$ cat config.mk
export PLATFORM = sky130hd
export DESIGN_NAME = mult_div_unit
export DESIGN_NICKNAME = d
export VERILOG_FILES = /design/src/rtl/md_pkg.sv /design/src/rtl/md_abs.sv /design/src/rtl/mult_div_unit.sv
export SDC_FILE = /design/constraint.sdc
export NUM_CORES = 1
export LEC_CHECK = 0
export ABC_AREA = 1
export CAP_MARGIN = 20
export CORE_MARGIN = 3
export CORE_UTILIZATION = 30
export CTS_BUF_LIST = sky130_fd_sc_hd__clkbuf_8
export DETAILED_ROUTE_END_ITERATION = 16
export HOLD_SLACK_MARGIN = 0.02
export PLACE_DENSITY_LB_ADDON = 0.1
export SLEW_MARGIN = 10
export SYNTH_ARGS = -nofsm -noshare
export SYNTH_HDL_FRONTEND = slang
export SYNTH_SLANG_ARGS = --single-unit
$ cat constraint.sdc
create_clock -name clk -period 2.74 [get_ports clk]
set_clock_uncertainty 0.15 [all_clocks]
set_input_delay 0.822 -clock clk [delete_from_list [all_inputs] [get_ports clk]]
set_output_delay 0.822 -clock clk [all_outputs]
set_load 0.05 [all_outputs]
$ cat src/rtl/md_pkg.sv
// Shared definitions for the iterative multiply/divide unit: operation
// encodings and the sequencing states.
package md_pkg;

   localparam logic [1:0] OP_MULT  = 2'b00;
   localparam logic [1:0] OP_MULTU = 2'b01;
   localparam logic [1:0] OP_DIV   = 2'b10;
   localparam logic [1:0] OP_DIVU  = 2'b11;

   typedef enum logic [1:0] {
      IDLE = 2'b00,
      MUL  = 2'b01,
      DIV  = 2'b10,
      FIX  = 2'b11
   } md_state_t;

endpackage

$ cat src/rtl/md_abs.sv
// Conditional two's-complement negate. Takes magnitudes of signed operands
// on the way in and restores the result sign on the way out.
module md_abs
   import md_pkg::*;
#(
   parameter int WIDTH = 32
) (
   input  logic [WIDTH-1:0] value,
   input  logic             negate,
   output logic [WIDTH-1:0] result
);

   // Negate only when asked; otherwise pass the value straight through.
   assign result = negate ? (~value + WIDTH'(1)) : value;

endmodule

$ cat src/rtl/mult_div_unit.sv
// Iterative multiply/divide unit feeding HI/LO. Works on operand magnitudes
// (one bit per cycle, shift-add or restoring division) and fixes the sign of
// the result in a final cycle, so every operation has the same latency.
module mult_div_unit
   import md_pkg::*;
#(
   parameter int XLEN  = 32,
   parameter int CNT_W = $clog2(XLEN) + 1
) (
   input  logic            clk,
   input  logic            reset,
   input  logic            start,
   input  logic [1:0]      op,
   input  logic [XLEN-1:0] a,
   input  logic [XLEN-1:0] b,
   input  logic            flush,
   output logic            busy,
   output logic            done,
   output logic            div_zero,
   output logic [XLEN-1:0] hi,
   output logic [XLEN-1:0] lo
);

   md_state_t         state;
   logic [CNT_W-1:0]  counter;
   logic [2*XLEN-1:0] acc;
   logic [XLEN-1:0]   divisor_mcand;
   logic              is_div;
   logic              q_sign;
   logic              r_sign;

   logic              op_div;
   logic              op_signed;
   logic [XLEN-1:0]   a_abs;
   logic [XLEN-1:0]   b_abs;
   logic [XLEN:0]     mul_sum;
   logic [XLEN:0]     div_part;
   logic [XLEN:0]     div_diff;
   logic [2*XLEN-1:0] prod_fix;
   logic [XLEN-1:0]   quo_fix;
   logic [XLEN-1:0]   rem_fix;

   assign op_div    = (op == OP_DIV) || (op == OP_DIVU);
   assign op_signed = (op == OP_MULT) || (op == OP_DIV);

   md_abs #(.WIDTH(XLEN)) u_abs_a (
      .value  (a),
      .negate (op_signed & a[XLEN-1]),
      .result (a_abs)
   );

   md_abs #(.WIDTH(XLEN)) u_abs_b (
      .value  (b),
      .negate (op_signed & b[XLEN-1]),
      .result (b_abs)
   );

   md_abs #(.WIDTH(2*XLEN)) u_fix_prod (
      .value  (acc),
      .negate (q_sign),
      .result (prod_fix)
   );

   md_abs #(.WIDTH(XLEN)) u_fix_quo (
      .value  (acc[XLEN-1:0]),
      .negate (q_sign),
      .result (quo_fix)
   );

   md_abs #(.WIDTH(XLEN)) u_fix_rem (
      .value  (acc[2*XLEN-1:XLEN]),
      .negate (r_sign),
      .result (rem_fix)
   );

   // One iteration of each algorithm: the multiply adds the multiplicand into
   // the upper half when the next multiplier bit is set; the divide shifts the
   // next dividend bit into the partial remainder and trial-subtracts.
   always_comb begin
      mul_sum  = {1'b0, acc[2*XLEN-1:XLEN]} +
                 (acc[0] ? {1'b0, divisor_mcand} : {(XLEN+1){1'b0}});
      div_part = {acc[2*XLEN-1:XLEN], acc[XLEN-1]};
      div_diff = div_part - {1'b0, divisor_mcand};
   end

   // Sequencer and datapath registers: capture, iterate, fix sign, report.
   always_ff @(posedge clk) begin
      if (!reset) begin
         state         <= IDLE;
         counter       <= '0;
         acc           <= '0;
         divisor_mcand <= '0;
         is_div        <= 1'b0;
         q_sign        <= 1'b0;
         r_sign        <= 1'b0;
         busy          <= 1'b0;
         done          <= 1'b0;
         div_zero      <= 1'b0;
         hi            <= '0;
         lo            <= '0;
      end else begin
         done     <= 1'b0;
         div_zero <= 1'b0;
         if (flush && state != IDLE) begin
            state <= IDLE;
            busy  <= 1'b0;
         end else begin
            case (state)
               IDLE: begin
                  if (start && !flush) begin
                     if (op_div && b == '0) begin
                        done     <= 1'b1;
                        div_zero <= 1'b1;
                     end else begin
                        acc           <= {{XLEN{1'b0}}, a_abs};
                        divisor_mcand <= b_abs;
                        is_div        <= op_div;
                        q_sign        <= op_signed & (a[XLEN-1] ^ b[XLEN-1]);
                        r_sign        <= op_signed & a[XLEN-1];
                        counter       <= CNT_W'(XLEN);
                        busy          <= 1'b1;
                        state         <= op_div ? DIV : MUL;
                     end
                  end
               end
               MUL: begin
                  acc     <= {mul_sum, acc[XLEN-1:1]};
                  counter <= counter - CNT_W'(1);
                  if (counter == CNT_W'(1)) begin
                     state <= FIX;
                  end
               end
               DIV: begin
                  if (!div_diff[XLEN]) begin
                     acc <= {div_diff[XLEN-1:0], acc[XLEN-2:0], 1'b1};
                  end else begin
                     acc <= {div_part[XLEN-1:0], acc[XLEN-2:0], 1'b0};
                  end
                  counter <= counter - CNT_W'(1);
                  if (counter == CNT_W'(1)) begin
                     state <= FIX;
                  end
               end
               FIX: begin
                  if (is_div) begin
                     hi <= rem_fix;
                     lo <= quo_fix;
                  end else begin
                     hi <= prod_fix[2*XLEN-1:XLEN];
                     lo <= prod_fix[XLEN-1:0];
                  end
                  done  <= 1'b1;
                  busy  <= 1'b0;
                  state <= IDLE;
               end
               default: begin
                  state <= IDLE;
                  busy  <= 1'b0;
               end
            endcase
         end
      end
   end

endmodule

==> impl_metrics.toml <==
[floorplanning]
design.core.area_um2 = 54500
dieArea_um2 = 58500
die_height_um = 242
floorplan.io_pins = 137
floorplan.initialDensity = 0.307
die_w_um = 242
std_cell_rows = 85

[critical_path]
cp.arrival_ps = 3040
startpoint_type = "flop"
critical_path_peak_fanout = 8
worst_path_required_time_ps = 3050
end_kind = "flop"
worst_path_class_setup = "reg -> reg"

[clock_network]
cts_hold_buffers = 0
clkSinkCount = 174
worst_setup_hold_path_clk_slew_ps = 110
clock_path_buffers = 2
htree_num_levels = 4
cts.root.buffer_cell = "clkbuf_8"
cts_tree = "done"
clkLatencyLatePin_ps = 570
cts_buffers = 17

[synthesis]
ys_types = 55
synthFlopType = "dfxtp_1"
yosys.cell_count.top_type = "nand2_1"
synth.mux.area_fraction = 0.00240
synthDominantAreaCellType = "dfxtp_1"
synthDominantCellAreaShare = 0.209
number_of_flops_mapped_to_enable_cells_by_yosys = 0
synth_cells = 2897
synthArstFlopShare = 0
main_combinational_cell_family_by_area_after_synthesis = "simple AND/OR/NAND/NOR gates"
post_synth_and_or_nand_nor_area_fraction = 0.387
syn_area_per_cell_um2 = 5.76
synthXorXnorAreaFrac = 0.0456
synthesis.area_um2 = 16700
synth.net_count = 3045
yosys-top-cells-area = "dfxtp_1 21%, nand2_1 18%, inv_1 8.9%, a21oi_1 6.9%, nor2_1 6.9%"
synth.yosys.warnings = 0
synth_commonest_cells = "814 x nand2_1, 395 x inv_1, 306 x nor2_1"
post_synthesis_sequential_area_ratio = 0.209
area_fraction_in_compound_gates_after_synthesis = 0.177
synth-adder-area-share = 0.0594
yosys_register_bits = 174

[timing]
hold_viol = 0
worst_slew_margin_relative_to_its_limit = 0.554
max_slew.worst_pin.slew_ps = 669
setup_repair_after_global_routing_missed_its_margin = "true"
final-max-slew-violation-count = 0
finalHoldWorstSlack_ps = 326
final_min_period_over_clock_period = 0.998
fin_ws_ps = 5.93
fmax_mhz = 366
min_period_ps = 2730
setup-violations-final = 0

[placement]
hpwl_um = 64500
last_weighted_congestion_value_of_the_routability_driven_placer = 0.979
pre_cts_slack_ps = -491
numPortBuffers = 136

[job]
cap_violations = 0

[global_routing]
grt_pass1_vias = 19300
initial_antenna_violation_count = 1
largest_net_degree_at_the_start_of_global_routing = 101
grt_util_all_layers = 0.258
globalRoute.totalOverflow = 0
global_route_wire_length_before_repair_um = 116000

[finish]
final_net_count = 3493
area_growth_syn_to_layout_pct = 38.8
total_area_of_multi_input_combinational_cells_um2 = 12300
drive_gt1_frac = 0.222
sequential_area_um2 = 3510
fillCellCount = 6000

[detailed_routing]
drt_pre_antenna_iters = 5
routed_wire_length_per_instance_um = 19.0
number_of_vias_per_cell_after_detailed_routing = 4.97
drc = 0
drt_iter0_drc = 1607
routed_wirelength_um = 77700
drtAntennaViolNets = 0
routed-via-count = 20400

[power]
power-per-cell-area_nw_per_um2 = 640
power.ir.vdd_worst_v = 0.000435
design_power_total_mw = 14.8
leakagePower_nw = 11.6

[hold_path]
hold_path_class = "reg -> reg"

[outcome]
outcome = "finished, final reports clean"
==> final cells by class <==
class | instances | share of cell area
Clock inverter | 15 | 0.00918
Antenna cell | 1 | 0.000108
Multi-Input combinational cell | 2215 | 0.529
Tap cell | 739 | 0.0399
Timing Repair Buffer | 526 | 0.193
Inverter | 411 | 0.0668
Clock buffer | 17 | 0.0101
Sequential cell | 174 | 0.152
==> critical path, cell delays in order, from the launching register on <==
cell	delay, ps
dfxtp_1	530
ha_1	310
nand2_1	120
inv_2	50
nand2_2	80
inv_1	70
a21oi_2	210
nand2_4	90
nand2_4	100
nand3_4	200
nand2_8	210
buf_12	150
nand2_4	70
nand3_1	70
nand2_1	90
nand2_1	80
a21oi_2	50
==> power by group <==
part	leakage [nW]	internal, mW	switching (mW)
combinational	9.99	3.19	6.00
clock	0.226	1.01	1.14
sequential	1.42	2.99	0.502
==> stage by stage <==
stage,TNS [ps],cells,area [um^2],util
2_1_floorplan,0,2897,16700,-
3_3_place_gp,-42620,4052,21600,0.396
3_5_place_dp,-42820,4052,21600,0.396
4_1_cts,0,4084,22200,0.407
5_1_grt,-2280,4098,23200,0.425
6_report,0,4098,23200,0.425
==> logic make-up after synthesis <==
| group | Yosys count |
|---|---|
| AOI/OAI and AO/OA | 541 |
| xor gates and xnor gates | 87 |
| adders and majority gates | 78 |
| buffers and inverters | 508 |
| DFF | 174 |
| muxes | 4 |
| and+or+nand+nor | 1505 |
==> flip-flops by register name, indices dropped and copies added (netlist names) <==
name and count:
acc 64, divisor_mcand 32, hi 32, lo 32, counter 6, state 2, busy 1, div_zero 1
done 1, is_div 1, q_sign 1, r_sign 1
==> cell usage in the layout (no fill, tap or decap), types with 11 or more instances in the layout <==
cell             Yosys  layout
nand2_1            814     758
inv_1              395     380
buf_4                4     365
nor2_1             306     280
a21oi_1            231     198
nand3_1            208     170
o21ai_0            185     161
dfxtp_1            174     154
nand2_2             26      72
clkdlybuf4s50_1      0      70
xor2_1              69      69
dlygate4sd2_1        0      63
ha_1                76      52
nand3_2              7      43
o21ai_1             28      43
a21oi_2              9      38
nor3_1              38      34
nand4_1             31      31
inv_2               11      26
nor2_2              10      23
nand3b_1            21      21
o22ai_1             20      20
ha_4                 0      20
dfxtp_2              0      19
xnor2_1             18      18
clkbuf_8             0      17
nor2_4               3      16
buf_12               0      16
o221ai_1            15      15
nor4_1              14      13
o211ai_1            13      13
nand2_4              4      12
o21ai_2              2      11
==> path summary, 6_finish.rpt <==
check        slack [ps]               startpoint                      end  cells past startpoint
max                   6     acc[45]$_SDFFE_PN0P_     acc[50]$_SDFFE_PN0P_                     16
min reg2reg         330  counter[5]$_SDFFE_PN0P_  counter[5]$_SDFFE_PN0P_                      2
max reg2reg           6     acc[45]$_SDFFE_PN0P_     acc[50]$_SDFFE_PN0P_                     16
min                 330  counter[5]$_SDFFE_PN0P_  counter[5]$_SDFFE_PN0P_                      2
==> timing repair <==
item	CTS	global route
buffers inserted	0	11
gates resized for setup	133	236
setup endpoints to repair	94	93
cloned	0	2
pin swaps	7	46
==> per-layer routing <==
metal	vias up	GRT usage	share of wire
met5	-	0	0
met4	0	0.0569	0.019
met3	65	0.0357	0.056
met2	558	0.406	0.44
met1	9465	0.372	0.49
li1	10300	-	-
Power figures use the tool's default switching activity.
